==> src/rtl/multicycle_ctrl_fsm.sv <==
// multicycle_ctrl_fsm: control unit for the multicycle ARM datapath.
// Contains the main FSM, ALU decoder, condition check and NZCV flag register.
// FETCH, MEMRD and MEMWR wait on MemReady so slow memory stalls the machine.
// Outputs are combinational from the state register plus the instruction fields.
// Optional feature: define CTRL_CMP_EN to decode Funct[4:1]=1010 with S=1 as CMP.
// CMP sets NZCV from a subtract and returns to FETCH without a write-back state.

module multicycle_ctrl_fsm #(
    parameter int         STATE_W     = 4,
    parameter logic [3:0] RESET_FLAGS = 4'b0000
) (
    input  logic               clk,
    input  logic               reset,
    input  logic               MemReady,
    input  logic [3:0]         Cond,
    input  logic [1:0]         Op,
    input  logic [5:0]         Funct,
    input  logic [3:0]         Rd,
    input  logic [3:0]         ALUFlags,
    output logic               PCWrite,
    output logic               RegWrite,
    output logic               MemWrite,
    output logic               IRWrite,
    output logic               AdrSrc,
    output logic [1:0]         RegSrc,
    output logic [1:0]         ALUSrcA,
    output logic [1:0]         ALUSrcB,
    output logic [1:0]         ResultSrc,
    output logic [1:0]         ImmSrc,
    output logic [1:0]         ALUControl,
    output logic [STATE_W-1:0] State
);

    typedef enum logic [STATE_W-1:0] {
        S_FETCH  = STATE_W'(0),
        S_DECODE = STATE_W'(1),
        S_MEMADR = STATE_W'(2),
        S_MEMRD  = STATE_W'(3),
        S_MEMWB  = STATE_W'(4),
        S_MEMWR  = STATE_W'(5),
        S_EXECR  = STATE_W'(6),
        S_EXECI  = STATE_W'(7),
        S_ALUWB  = STATE_W'(8),
        S_BRANCH = STATE_W'(9)
    } state_t;

    localparam logic [1:0] ALU_ADD = 2'b00;
    localparam logic [1:0] ALU_SUB = 2'b01;
    localparam logic [1:0] ALU_AND = 2'b10;
    localparam logic [1:0] ALU_ORR = 2'b11;

    state_t     r_state;
    logic [3:0] r_flags;   // {N, Z, C, V}

    logic [1:0] w_alu_ctl;
    logic       w_dp_ok;     // supported data-processing command that writes Rd
    logic       w_cmp;       // compare: flags only, no write-back
    logic       w_cv_upd;    // command produces meaningful C and V
    logic       w_condex;
    logic       w_exec;
    logic       w_flag_upd;
    logic       w_regw;
    logic       w_memw;
    logic       w_branch;
    logic       w_irwrite;
    logic       w_fetch_adv;
    logic       w_adrsrc;
    logic [1:0] w_alusrca;
    logic [1:0] w_alusrcb;
    logic [1:0] w_resultsrc;
    logic [1:0] w_aluctl_out;

    // ALU decoder: map the data-processing command to an ALU operation
    always_comb begin
        w_alu_ctl = ALU_ADD;
        w_dp_ok   = 1'b0;
        w_cmp     = 1'b0;
        w_cv_upd  = 1'b0;
        case (Funct[4:1])
            4'b0100: begin w_alu_ctl = ALU_ADD; w_dp_ok = 1'b1; w_cv_upd = 1'b1; end
            4'b0010: begin w_alu_ctl = ALU_SUB; w_dp_ok = 1'b1; w_cv_upd = 1'b1; end
            4'b0000: begin w_alu_ctl = ALU_AND; w_dp_ok = 1'b1; end
            4'b1100: begin w_alu_ctl = ALU_ORR; w_dp_ok = 1'b1; end
`ifdef CTRL_CMP_EN
            4'b1010: begin
                if (Funct[0]) begin
                    w_alu_ctl = ALU_SUB;
                    w_cmp     = 1'b1;
                    w_cv_upd  = 1'b1;
                end
            end
`endif
            default: ;  // unsupported: ADD, no write, no flag update
        endcase
    end

    // Condition check against the stored flags
    always_comb begin
        w_condex = 1'b0;
        case (Cond)
            4'b0000: w_condex = r_flags[2];                                  // EQ
            4'b0001: w_condex = ~r_flags[2];                                 // NE
            4'b0010: w_condex = r_flags[1];                                  // CS
            4'b0011: w_condex = ~r_flags[1];                                 // CC
            4'b0100: w_condex = r_flags[3];                                  // MI
            4'b0101: w_condex = ~r_flags[3];                                 // PL
            4'b0110: w_condex = r_flags[0];                                  // VS
            4'b0111: w_condex = ~r_flags[0];                                 // VC
            4'b1000: w_condex = r_flags[1] & ~r_flags[2];                    // HI
            4'b1001: w_condex = ~r_flags[1] | r_flags[2];                    // LS
            4'b1010: w_condex = (r_flags[3] == r_flags[0]);                  // GE
            4'b1011: w_condex = (r_flags[3] != r_flags[0]);                  // LT
            4'b1100: w_condex = ~r_flags[2] & (r_flags[3] == r_flags[0]);    // GT
            4'b1101: w_condex = r_flags[2] | (r_flags[3] != r_flags[0]);     // LE
            4'b1110: w_condex = 1'b1;                                        // AL
            default: w_condex = 1'b0;                                        // never
        endcase
    end

    assign w_exec     = (r_state == S_EXECR) || (r_state == S_EXECI);
    assign w_flag_upd = w_exec & Funct[0] & w_condex & (w_dp_ok | w_cmp);

    // Per-state datapath controls and raw (ungated) write requests
    always_comb begin
        w_regw       = 1'b0;
        w_memw       = 1'b0;
        w_branch     = 1'b0;
        w_irwrite    = 1'b0;
        w_fetch_adv  = 1'b0;
        w_adrsrc     = 1'b0;
        w_alusrca    = 2'b00;
        w_alusrcb    = 2'b00;
        w_resultsrc  = 2'b00;
        w_aluctl_out = ALU_ADD;
        case (r_state)
            S_FETCH: begin
                w_alusrca   = 2'b01;
                w_alusrcb   = 2'b10;
                w_resultsrc = 2'b10;
                if (MemReady) begin
                    w_irwrite   = 1'b1;
                    w_fetch_adv = 1'b1;
                end
            end
            S_DECODE: begin
                w_alusrca   = 2'b01;
                w_alusrcb   = 2'b10;
                w_resultsrc = 2'b10;
            end
            S_MEMADR: w_alusrcb = 2'b01;
            S_MEMRD:  w_adrsrc  = 1'b1;
            S_MEMWB: begin
                w_resultsrc = 2'b01;
                w_regw      = 1'b1;
            end
            S_MEMWR: begin
                w_adrsrc = 1'b1;
                w_memw   = 1'b1;
            end
            S_EXECR: w_aluctl_out = w_alu_ctl;
            S_EXECI: begin
                w_alusrcb    = 2'b01;
                w_aluctl_out = w_alu_ctl;
            end
            S_ALUWB: w_regw = w_dp_ok;
            S_BRANCH: begin
                w_alusrcb   = 2'b01;
                w_resultsrc = 2'b10;
                w_branch    = 1'b1;
            end
            default: ;
        endcase
    end

    // Main FSM: state advance, with stalls on MemReady in memory states
    always_ff @(posedge clk or negedge reset) begin
        if (!reset) begin
            r_state <= S_FETCH;
        end else begin
            case (r_state)
                S_FETCH:  if (MemReady) r_state <= S_DECODE;
                S_DECODE: begin
                    case (Op)
                        2'b00:   r_state <= Funct[5] ? S_EXECI : S_EXECR;
                        2'b01:   r_state <= S_MEMADR;
                        2'b10:   r_state <= S_BRANCH;
                        default: r_state <= S_FETCH;
                    endcase
                end
                S_MEMADR: r_state <= Funct[0] ? S_MEMRD : S_MEMWR;
                S_MEMRD:  if (MemReady) r_state <= S_MEMWB;
                S_MEMWB:  r_state <= S_FETCH;
                S_MEMWR:  if (MemReady) r_state <= S_FETCH;
                S_EXECR,
                S_EXECI:  r_state <= w_cmp ? S_FETCH : S_ALUWB;
                S_ALUWB:  r_state <= S_FETCH;
                S_BRANCH: r_state <= S_FETCH;
                default:  r_state <= S_FETCH;
            endcase
        end
    end

    // NZCV register: captured at the end of an S-suffixed EXEC cycle
    always_ff @(posedge clk or negedge reset) begin
        if (!reset) begin
            r_flags <= RESET_FLAGS;
        end else if (w_flag_upd) begin
            r_flags[3:2] <= ALUFlags[3:2];
            if (w_cv_upd) r_flags[1:0] <= ALUFlags[1:0];
        end
    end

    assign IRWrite    = w_irwrite;
    assign RegWrite   = w_regw & w_condex;
    assign MemWrite   = w_memw & w_condex;
    assign PCWrite    = w_fetch_adv | ((w_branch | (w_regw & (Rd == 4'hF))) & w_condex);
    assign AdrSrc     = w_adrsrc;
    assign ALUSrcA    = w_alusrca;
    assign ALUSrcB    = w_alusrcb;
    assign ResultSrc  = w_resultsrc;
    assign ALUControl = w_aluctl_out;
    assign RegSrc     = {(Op == 2'b01), (Op == 2'b10)};
    assign ImmSrc     = Op;
    assign State      = r_state;

endmodule
==> config.mk <==
export PLATFORM = sky130hd
export DESIGN_NAME = multicycle_ctrl_fsm
export DESIGN_NICKNAME = d
export VERILOG_FILES = /design/src/rtl/multicycle_ctrl_fsm.sv
export SDC_FILE = /design/constraint.sdc
export NUM_CORES = 1
export LEC_CHECK = 0
export ABC_AREA = 1
export ABC_CLOCK_PERIOD_IN_PS = 2000
export BUFFER_PORTS_ARGS = -buffer_cell sky130_fd_sc_hd__buf_2
export CORE_MARGIN = 4
export CORE_UTILIZATION = 46
export CTS_BUF_LIST = sky130_fd_sc_hd__clkbuf_8
export CTS_CLUSTER_SIZE = 12
export DETAILED_ROUTE_END_ITERATION = 6
export PLACE_DENSITY = 0.84
export SETUP_SLACK_MARGIN = 0.15
export SLEW_MARGIN = 20
export SYNTH_ARGS = -nofsm -noshare
export SYNTH_HDL_FRONTEND = slang
export SYNTH_SLANG_ARGS = --single-unit
==> constraint.sdc <==
create_clock -name clk -period 2 [get_ports clk]
set_input_delay 0.4 -clock clk [delete_from_list [all_inputs] [get_ports clk]]
set_output_delay 0.4 -clock clk [all_outputs]
set_load 0.05 [all_outputs]
* Word level (Yosys, flattened, before mapping)
Cells that the tools add are included. Widths: inputs -> output; s select.
Word-level totals: flip-flop bits (word level) 8, bits of input ports 23, output and inout port bits 21, logic and storage cells 89
Operators by class: eq/ne operators 34, muxes and demuxes 21, bitwise operators 17, reductions and logical operators 14
Operators with widths (count):
- $eq 4x4->1 const B | 11
- $eq 4x3->1 const B | 9
- $pmux 4 s6 | 1
- $eq 4x2->1 const B | 5
- $pmux 1 s15 | 1
- $logic_not 4->1 | 3
- $mux 4 | 3
- $pmux 4 s3 | 1
- $and 1x1->1 | 9
- $mux 1 | 9
- $eq 4x1->1 const B | 2
- $pmux 2 s2 | 2
- $reduce_or 2->1 | 4
- $ne 2x2->1 const B | 3
- $pmux 2 s3 | 1
- $reduce_or 3->1 | 2
- $not 1->1 | 4
- $or 1x1->1 | 4
- $reduce_or 4->1 | 1
- $mux 3 | 1
- $reduce_and 3->1 | 1
- $eq 2x1->1 const B | 1
- $eq 2x2->1 const B | 1
- $logic_not 2->1 | 1
- 6 further kinds | 6

* Depth between registers and ports, before layout
Gate-level depths: netlist (run 1).
depth in word-level cells 8, mapped depth 11, mapped depth without buffers 11

* Worst setup path before layout (run 1)
OpenSTA, ideal clock, no wires.
path kind register -> output, start point register r_state[1] (netlist: State[1]), end point output PCWrite, data arrival time 2.183 ns, required time 1.600 ns, setup slack -0.583 ns, cell stages (with the launch flop) 7, buffers on the path 1, path through dfrtp_1 buf_2 nor2_1 nand2_1 nor2_1 inv_1 nand2_1
Between the ends: elaborated cells between the ends (all ways) 11, classes of those cells 3 x eq/ne; 3 x mux; 4 x bitwise; 1 x reduce/logical
RTL lines:
- from (decl) | line 52 | state_t r_state;
- from (signal assigned) | line 184 | 2'b00: r_state <= Funct[5] ? S_EXECI : S_EXECR;
- from (signal assigned) | line 190 | S_MEMADR: r_state <= Funct[0] ? S_MEMRD : S_MEMWR;
- from (signal assigned) | line 195 | S_EXECI: r_state <= w_cmp ? S_FETCH : S_ALUWB;
- $logic_not 4->1
- $mux 1
- named net IRWrite | line 23 | output logic IRWrite,
- $or 1x1->1 | line 216 | assign PCWrite = w_fetch_adv | ((w_branch | (w_regw & (Rd == 4'hF))) & w_condex);
- to (decl) | line 20 | output logic PCWrite,
The timed path passes the listed nets, and every way through them passes these cells.

* Worst setup path after layout (run 1)
start point register r_state[3] (netlist: State[3]), end point output PCWrite
Between the ends: cells in the longest elaborated chain, start to end 6, elaborated cells between the ends (all ways) 11, classes of those cells 3 x eq/ne; 3 x mux; 4 x bitwise; 1 x reduce/logical
Ends and longest elaborated chain:
- $eq 4x4->1 or $eq 4x3->1 (tied branches) | line 135 | case (r_state)
- $pmux 1 s2 | line 135
- $and 1x1->1 | line 216
- $or 1x1->1 | line 216
- $and 1x1->1 | line 216
- $or 1x1->1 (*) | line 216
Every way passes the cells marked *; elsewhere a longest branch is shown, timed or not.

==> results of run 1 <==
[what timing repair did]
item | in CTS | in global routing
hold endpoints to repair | 0 | 0
gates resized for setup | 20 | 13
buffers inserted | 4 | 4
pin swaps | 3 | 6
endpoints found under the setup margin | 7 | 8
[placed cells by master (no fill, tap or decap), types with 2 or more instances in the layout]
cell type / instances
o21ai_0: 4
nand3_1: 13
nand3_2: 5
buf_6: 2
o211ai_1: 2
nand4_1: 2
buf_2: 35
nor2_2: 6
nor2_1: 12
nand2_2: 7
inv_2: 6
nor2_4: 6
nand2_1: 42
inv_1: 15
a21oi_1: 4
dfrtp_2: 6
clkbuf_8: 3
buf_4: 14
nor3_1: 2
nand3b_1: 2
dfrtp_1: 2
clkbuf_4: 2
[power breakdown]
group          leakage (nW)  switching (mW)  total [mW]  internal, mW
Combinational         0.599            1.08        1.53         0.453
Sequential           0.0989          0.0794       0.295         0.216
Clock                0.0269          0.0628       0.196         0.133
Total                 0.725            1.22        2.02         0.802
[worst max-delay path, stage by stage (launching register included)]
cell and delay, ns:
dfrtp_2 0.46, nor2_4 0.17, inv_1 0.10, o22ai_2 0.21, nand2_1 0.07, nand2_1 0.06
nand2_1 0.06, nand2_2 0.06, buf_6 0.15
[final cells by class]
cell class	instances	share of cell area [%]
clock inverter	1	0.276
sequential	8	15.3
multi-input combinational	118	48.9
inverter	21	5.80
clock buffer	3	3.04
timing repair buffer	54	24.5
tap	25	2.30
[worst max-delay path by stage]
| stage | endpoint | slack [ns] |
|---|---|---|
| after floorplan | ALUSrcB[0] | -0.01 |
| after global placement | PCWrite | 0.07 |
| after detailed placement | PCWrite | 0.02 |
| after CTS | RegWrite | 0.03 |
| after global routing | PCWrite | -0.05 |
| final | PCWrite | 0.03 |
[logic make-up (layout without fill, tap and decap cells)]
logic type / Yosys count / count (layout)
other: 1 / 1
AND/OR/NAND/NOR: 100 / 100
buffers and inverters: 25 / 79
AO/OA/AOI/OAI: 17 / 17
flip-flops: 8 / 8
[state kept, by name, summed over array words and instances, names as in the netlist]
name,count
r_flags,4
State,4
[layer usage]
layer | wire (um) | global-route usage (%) | vias to the layer above
li1 | - | - | 586
met1 | 1030 | 23.1 | 544
met2 | 1630 | 43.9 | 65
met3 | 292 | 3.44 | 6
met4 | 31 | 6.55 | 0
met5 | 0 | 0 | -
==> metrics, run 1 <==
post-synth net total=174; Worst Setup SP=State[3]; DP Cell Count=roughly 220; yosys warns=0; Die Area=2670 um^2; layout cells sized above 1=about half; final slew viol count=0; Pleak=around 0.73 nW; Mean Syn Cell Area=5.80 um^2; FF-to-FF path depth=13; Clk Latency, worst-skew pair=between 0.2 and 0.25 ns; Chip Height=51.6 um; First DRT Iteration DRCs=25; Root Buffer=clkbuf_8; largest net degree at the start of global routing=9; synth-to-layout area growth=55.3%; post-synth top area cell=dfrtp_1; fin nets=229; total power=just over 2 mW; vias per inst=between 5 and 6; async set-reset flop share out of synthesis=100%; Post-Syn Instances=151; worst slack, placed=roughly 0.020 ns; VDD IR max=roughly 1.2 mV; Post-synth EDFFs=0; Tcrit/Tclk final=approximately 98%; total congestion overflow=0; antenna violations before repair=0; Post-synth top cells=nand2_1 (46), nor2_1 (21), inv_1 (19); Initial Util=roughly half; Tot GR Track Use=roughly 22%; Most used DFF post-synth=dfrtp_1; type of the most critical hold path=in -> async; Layout Skew=~0.0063 ns; CP Capture Type=primary output; setup TNS=0 ns; Die Wd=roughly 52 um; DR pass1 iterations=4; critical path class=reg -> out; Adder-Cell Fraction of Synth Area=0%; antenna cells=0; utilization after layout=just under 80%; Post-Route WL=approximately 3000 um; drt drc=0; Clock Pin Slew Worst Setup and Hold Paths=about 0.040 ns; R2R Path Start=r_flags[3]; DR vias=between 1,000 and 1,500; hold slack=-0.00229 ns; Critical Path Start Type=flop; Max FO, Critical Path=5; Synth Area in Compound Gates=about an eighth; failing checks=hold timing; WL/cell=approximately 13 um; register area share after synthesis=around 23%; post-route minimum period=1.97 ns; power per standard cell area=1490 nW/um^2; Max Cap Viol=0; largest family of logic cells by synthesized area=simple AND/OR/NAND/NOR gates; most common cell in the netlist=nand2_1; filler instances=roughly 140; Fin. Hold Viols=4; vias in the first global route=1,130; RSZ-0062 raised after global routing=true; endpoints failing setup=0; RR Endpoint=r_flags[0]; row count=15; Synth cell types=27; hold bufs inserted after CTS=0; CTS H-Tree Depth=1; global-route wire length before repair=4530 um; reg2reg setup slack=slightly below 0.4 ns; Port Buffers=42; post-synthesis mux area share=0%; dpl hpwl=between 2000 and 2500 um; TritonCTS Buffers=3; post-synth design cell area=approximately 880 um^2; share of the synthesized area in the top cell type=between 20% and 30%; core area=1760 um^2; Placed Area=1160 um^2; Fmax=slightly above 500 MHz; final instance area=about 1400 um^2; CTS tree=yes; CP Data Arrival Time=around 1.6 ns; Worst EP required=around 1.6 ns; PnR worst setup slack=roughly 0.033 ns; Layout Cells excl Fill=230; Synth area leaders=dfrtp_1 (23%), nand2_1 (20%), nand3_1 (9.1%), nor2_1 (9.0%), inv_1 (8.1%); status=finished, violations left; clock sink total=8; register area=slightly above 200 um^2; Simple-Gate Fraction of Synth Area=approximately 52%; Ports=44; Seq cells post-synth=8; Antenna Nets Post-Route=0; clock tree buffer depth=2; GP Congestion=between 0.9 and 1; area of the multi-input gates=approximately 660 um^2; xor/xnor share of the synthesized area=0%
(Power assumes the default switching activity.)
==> inputs of run 2 (changes only) <==
Settings changed: MAX_ROUTING_LAYER from default to met4.
==> run 2 against run 1 <==
  * The run still ends with hold timing left
  * Routed wire length is 0.50% lower
  * Total power hardly changed
  * Final area stayed put
  * Hold slack hardly changed
  * Clock power hardly changed
  * Critical path type unchanged
  * Highest routed layer unchanged
==> metrics, run 2 (synthesis gave the netlist of run 1 again) <==
Fin. Hold Viols=4 (unchanged); drt drc=0 (unchanged); RR Endpoint=r_flags[0]; hold slack=-0.00264 ns (-0.000350 ns); CTS H-Tree Depth=1 (unchanged); net switching power=1.22 mW (+0.13%); First DRT Iteration DRCs=36 (+44%); Max Cap Viol=0 (unchanged); layout cells sized above 1=48.8% (unchanged); Worst EP required=1.60 ns (about the same); area of the multi-input gates=664 um^2 (unchanged); antenna violations before repair=0 (unchanged); Root Buffer=clkbuf_8; total power=2.02 mW (about the same); type of the most critical hold path=in -> async; fin nets=229 (unchanged); failing checks=hold timing; CP Capture Type=primary output; part of the power in the clock network=9.7% (about the same); Layout Cells excl Fill=230 (unchanged); final slew viol count=0 (unchanged); commonest non-fill, non-tap cell in the layout=nand2_1; total congestion overflow=0 (unchanged); DP Cell Count=218 (unchanged); post-route minimum period=1.96 ns (-0.0101 ns); clock sink total=8 (unchanged); Pleak=0.725 nW (unchanged); WL/cell=12.9 um (-0.50%); Chip Height=51.6 um (unchanged); vias per inst=5.26 (+0.75%); FF-to-FF path depth=12 (-1); clock tree buffer depth=2 (unchanged); antenna cells=0 (unchanged); final instance area=1360 um^2 (unchanged); Tot GR Track Use=22.6% (+0.64 points); Die Area=2670 um^2 (unchanged); hold bufs inserted after CTS=0 (unchanged); Ports=44 (unchanged); filler instances=142 (unchanged); row count=15 (unchanged); Max FO, Critical Path=5 (unchanged); largest net degree at the start of global routing=9 (unchanged); R2R Path Start=r_flags[1]; Clock Pin Slew Worst Setup and Hold Paths=0.04 ns (about the same); Layout Skew=0.00600 ns (-0.000335 ns); dpl hpwl=2060 um (unchanged); core area=1760 um^2 (unchanged); Placed Area=1160 um^2 (unchanged); vias in the first global route=1,129 (-0.088%); Tcrit/Tclk final=97.8% (-0.51 points); power per standard cell area=1490 nW/um^2 (about the same); TritonCTS Buffers=3 (unchanged); Int Power=0.802 mW (about the same); synth-to-layout area growth=55.3% (unchanged); GP Congestion=1.00 (+1.9%); reg2reg setup slack=0.39 ns (about the same); status=finished, violations left; Post-Route WL=2980 um (-0.50%); DR pass1 iterations=4 (unchanged); Initial Util=49.6% (unchanged); VDD IR max=1.20 mV (+0.61%); global-route wire length before repair=4540 um (+0.31%); Antenna Nets Post-Route=0 (unchanged); Die Wd=51.6 um (unchanged); most frequent cells in the layout=nand2_1 (42), buf_2 (35), inv_1 (15); CTS tree=yes; switching share of power=60.4% (about the same); register area=208 um^2 (unchanged); endpoints failing setup=0 (unchanged); share of total power in combinational logic=75.6% (about the same); DR vias=1,210 (+0.75%); RSZ-0062 raised after global routing=true; Fmax=511 MHz (+0.52%); setup TNS=0 ns (unchanged); Critical Path Start Type=flop; sequential power share=14.7% (about the same); Clk Latency, worst-skew pair=0.23 ns (about the same); CP Data Arrival Time=1.56 ns (about the same); critical path class=reg -> out; Port Buffers=42 (unchanged)
-- run 2: cell counts in the layout (fill, tap and decap cells not counted) --
No cell type changed its count.
-- run 2: worst max-delay path by stage --
stage                    start          to  slack [ns]  depth (start not counted)
global placement      Funct[2]     PCWrite        0.07                         11
floorplan             State[2]  ALUSrcB[0]       -0.01                          4
finish                State[3]     PCWrite        0.04                          8
CTS                 r_flags[3]    RegWrite        0.03                         10
global route          State[0]     PCWrite       -0.05                          8
detailed placement    Funct[2]     PCWrite        0.02                         11
-- run 2: layer usage --
layer | vias to the layer above | GRT usage, % | part of all wire [%]
met1 | 551 | 24.9 | 37
met5 | - | - | 0
li1 | 587 | - | -
met2 | 68 | 43.6 | 55
met4 | 0 | 6.55 | 0.81
met3 | 4 | 1.15 | 6.9
-- run 2: final cells by class --
type	count	area share (%)
clock buffer	3	3.04
clock inverter	1	0.276
inverter	21	5.80
multi-input combinational	118	48.9
sequential	8	15.3
tap	25	2.30
timing repair buffer	54	24.5
-- run 2: power groups by stage --
stage               registers [mW]  clock network, mW  logic (mW)
floorplan                    0.384                  0       0.882
global placement             0.275                  0        1.27
detailed placement           0.279                  0        1.29
CTS                          0.289              0.195        1.36
global route                 0.300              0.209        1.62
finish                       0.298              0.196        1.53
-- run 2: stage by stage --
stage	setup WS, ns	hold WS [ns]	util [%]
2_1_floorplan	-0.0127	0.104	-
3_3_place_gp	0.0706	0.242	65.8
3_5_place_dp	0.0204	0.242	65.8
4_1_cts	0.0342	0.00319	73.7
5_1_grt	-0.0484	0.00867	77.1
6_report	0.0434	-0.00264	77.1
-- run 2: what timing repair did --
item	4_1_cts	5_1_grt
buffers inserted	4	4
pin swaps	3	6
endpoints found under the setup margin	7	8
resized for setup	20	13
-- run 2: critical path, stage by stage (launching register included) --
cell	delay, ns
dfrtp_2	0.46
nor2_4	0.16
inv_1	0.10
o22ai_2	0.21
nand2_1	0.07
nand2_1	0.06
nand2_1	0.06
nand2_2	0.06
buf_6	0.15
==> inputs of run 3 (changes only) <==
Settings changed: CELL_PAD_IN_SITES_DETAIL_PLACEMENT from default to 1, CELL_PAD_IN_SITES_GLOBAL_PLACEMENT from default to 1, CORE_UTILIZATION 46 to 32, GPL_TIMING_DRIVEN from default to 0, PLACE_DENSITY 0.84 to 0.89.
==> run 3 against run 2 <==
  * The flow now finishes without violations
  * Hold slack improved by 0.41 ns
  * Maximum frequency fell by 0.47%
  * Clock skew fell by 0.0045 ns
  * Routed wire length rose by 22%
  * Sequential share of layout area fell by 0.83 points
  * Global-route usage fell by 2.4 points
  * Critical path depth rose by 1
  * Core utilization fell by 20 points
  * Setup slack got worse by 0.0093 ns
  * Sequential power fell by 2%
  * Clock-buffer cell count did not move
  * Die area rose by 36%
  * Largest power group unchanged
  * Highest routed layer unchanged
==> metrics, run 3 (synthesis gave the netlist of run 1 again) <==
Port Buffers=42 (unchanged); Fin. Hold Viols=0 (-4); setup TNS=0 ns (unchanged); Die Area=3640 um^2 (+36%); Antenna Nets Post-Route=0 (unchanged); dpl hpwl=2490 um (+21%); clock sink total=8 (unchanged); vias per inst=5.17 (-1.8%); critical path class=reg -> out; register area=209 um^2 (+0.60%); CTS H-Tree Depth=1 (unchanged); Post-Route WL=3620 um (+22%); filler instances=348 (+150%); Placed Area=1170 um^2 (+0.54%); endpoints failing setup=0 (unchanged); synth-to-layout area growth=65.1%; Tcrit/Tclk final=98.3% (+0.47 points); Chip Height=60.3 um (+17%); layout cells sized above 1=54.1% (+5.3 points); Worst EP required=1.60 ns (about the same); DR pass1 iterations=4 (unchanged); Clock Pin Slew Worst Setup and Hold Paths=0.04 ns (about the same); Pleak=0.747 nW (+3.0%); core area=2540 um^2 (+44%); Max Cap Viol=0 (unchanged); TritonCTS Buffers=3 (unchanged); antenna violations before repair=0 (unchanged); CP Data Arrival Time=1.57 ns (about the same); largest net degree at the start of global routing=10 (+1); Tot GR Track Use=20.2% (-2.4 points); First DRT Iteration DRCs=41 (+14%); VDD IR max=1.42 mV (+19%); final instance area=1450 um^2 (+6.3%); DR vias=1,235 (+2.1%); Layout Skew=0.00146 ns (-0.00454 ns); fin nets=233 (+1.7%); drt drc=0 (unchanged); antenna cells=0 (unchanged); post-route minimum period=1.97 ns (+0.00930 ns); total power=2.01 mW (-0.75%); Fmax=509 MHz (-0.47%); status=complete, no violations; commonest non-fill, non-tap cell in the layout=nand2_1; Clk Latency, worst-skew pair=0.23 ns (about the same); Initial Util=34.4% (-15 points); vias in the first global route=1,214 (+7.5%); type of the most critical hold path=in -> reg; area of the multi-input gates=699 um^2 (+5.3%); Die Wd=60.3 um (+17%); Critical Path Start Type=flop; total congestion overflow=0 (unchanged); clock tree buffer depth=2 (unchanged); Max FO, Critical Path=5 (unchanged); Root Buffer=clkbuf_8; final slew viol count=0 (unchanged); GP Congestion=0.899 (-10%); global-route wire length before repair=5360 um (+18%); WL/cell=15.1 um (+17%); most frequent cells in the layout=nand2_1 (39), buf_2 (35), buf_4 (17); power per standard cell area=1390 nW/um^2 (-6.7%); hold slack=0.409 ns (+0.412 ns); PnR worst setup slack=0.0341 ns (-0.00930 ns); Ports=44 (unchanged); CTS tree=yes; CP Capture Type=primary output; row count=18 (+3); worst slack, placed=-0.0842 ns (-0.105 ns); RSZ-0062 raised after global routing=true
## run 3: cell count changes in the layout (fill, tap and decap cells not counted), moves of 2 or more
cell and change:
buf_4 +3, nand2_1 -3, nand2_2 +3, nor2_1 -3, clkbuf_4 -2, nor2_4 +2
## run 3: layout make-up
type                    count  area share, %
repair buffers             54           23.7
plain buffers               4           2.34
well taps                  30           2.60
clock inverters             1          0.260
multi-input cells         118           48.4
inverters                  21           5.45
flip-flops and latches      8           14.4
clock buffers               3           2.85
## run 3: routing by layer
layer	track usage [%]	wire length (um)
met1	23.9	1560
met5	-	0
met2	34.6	1840
met4	7.91	69
met3	2.38	146
## run 3: power by group
| group | switching (mW) | internal (mW) |
|---|---|---|
| combinational | 1.08 | 0.440 |
| sequential | 0.0767 | 0.217 |
| clock | 0.0665 | 0.133 |
## run 3: final timing paths
kind | startpoint | endpoint | slack, ns | depth (start not counted)
max in group asynchronous | reset | r_flags[0] | 1.26 | 2
worst min-delay path | Op[0] | State[3] | 0.41 | 2
worst max register to register | r_flags[3] | r_flags[0] | 0.41 | 13
worst max-delay path | r_flags[3] | MemWrite | 0.03 | 9
min in group asynchronous | reset | State[0] | 0.55 | 2
worst min register to register | r_flags[3] | r_flags[3] | 0.66 | 3
## run 3: per-stage QoR
stage	utilization (%)	cells
final	56.8	239
after global routing	56.8	239
after CTS	52.9	234
after detailed placement	45.9	223
after global placement	45.9	223
after floorplan	-	151
## run 3: what timing repair did
action,CTS,global route
setup endpoints to repair,8,9
setup buffers,6,5
gates resized for setup,26,22
hold buffers,1,0
pin swaps,2,7
endpoints found under the hold margin,1,0
## run 3: worst max-delay path: stages, from the launching register on
cell     delay (ns)
dfrtp_2        0.43
inv_2          0.09
nand3_1        0.08
nand2_1        0.07
nand2_1        0.06
nand3_2        0.10
nor2_4         0.05
buf_4          0.14
a21oi_4        0.14
buf_6          0.17
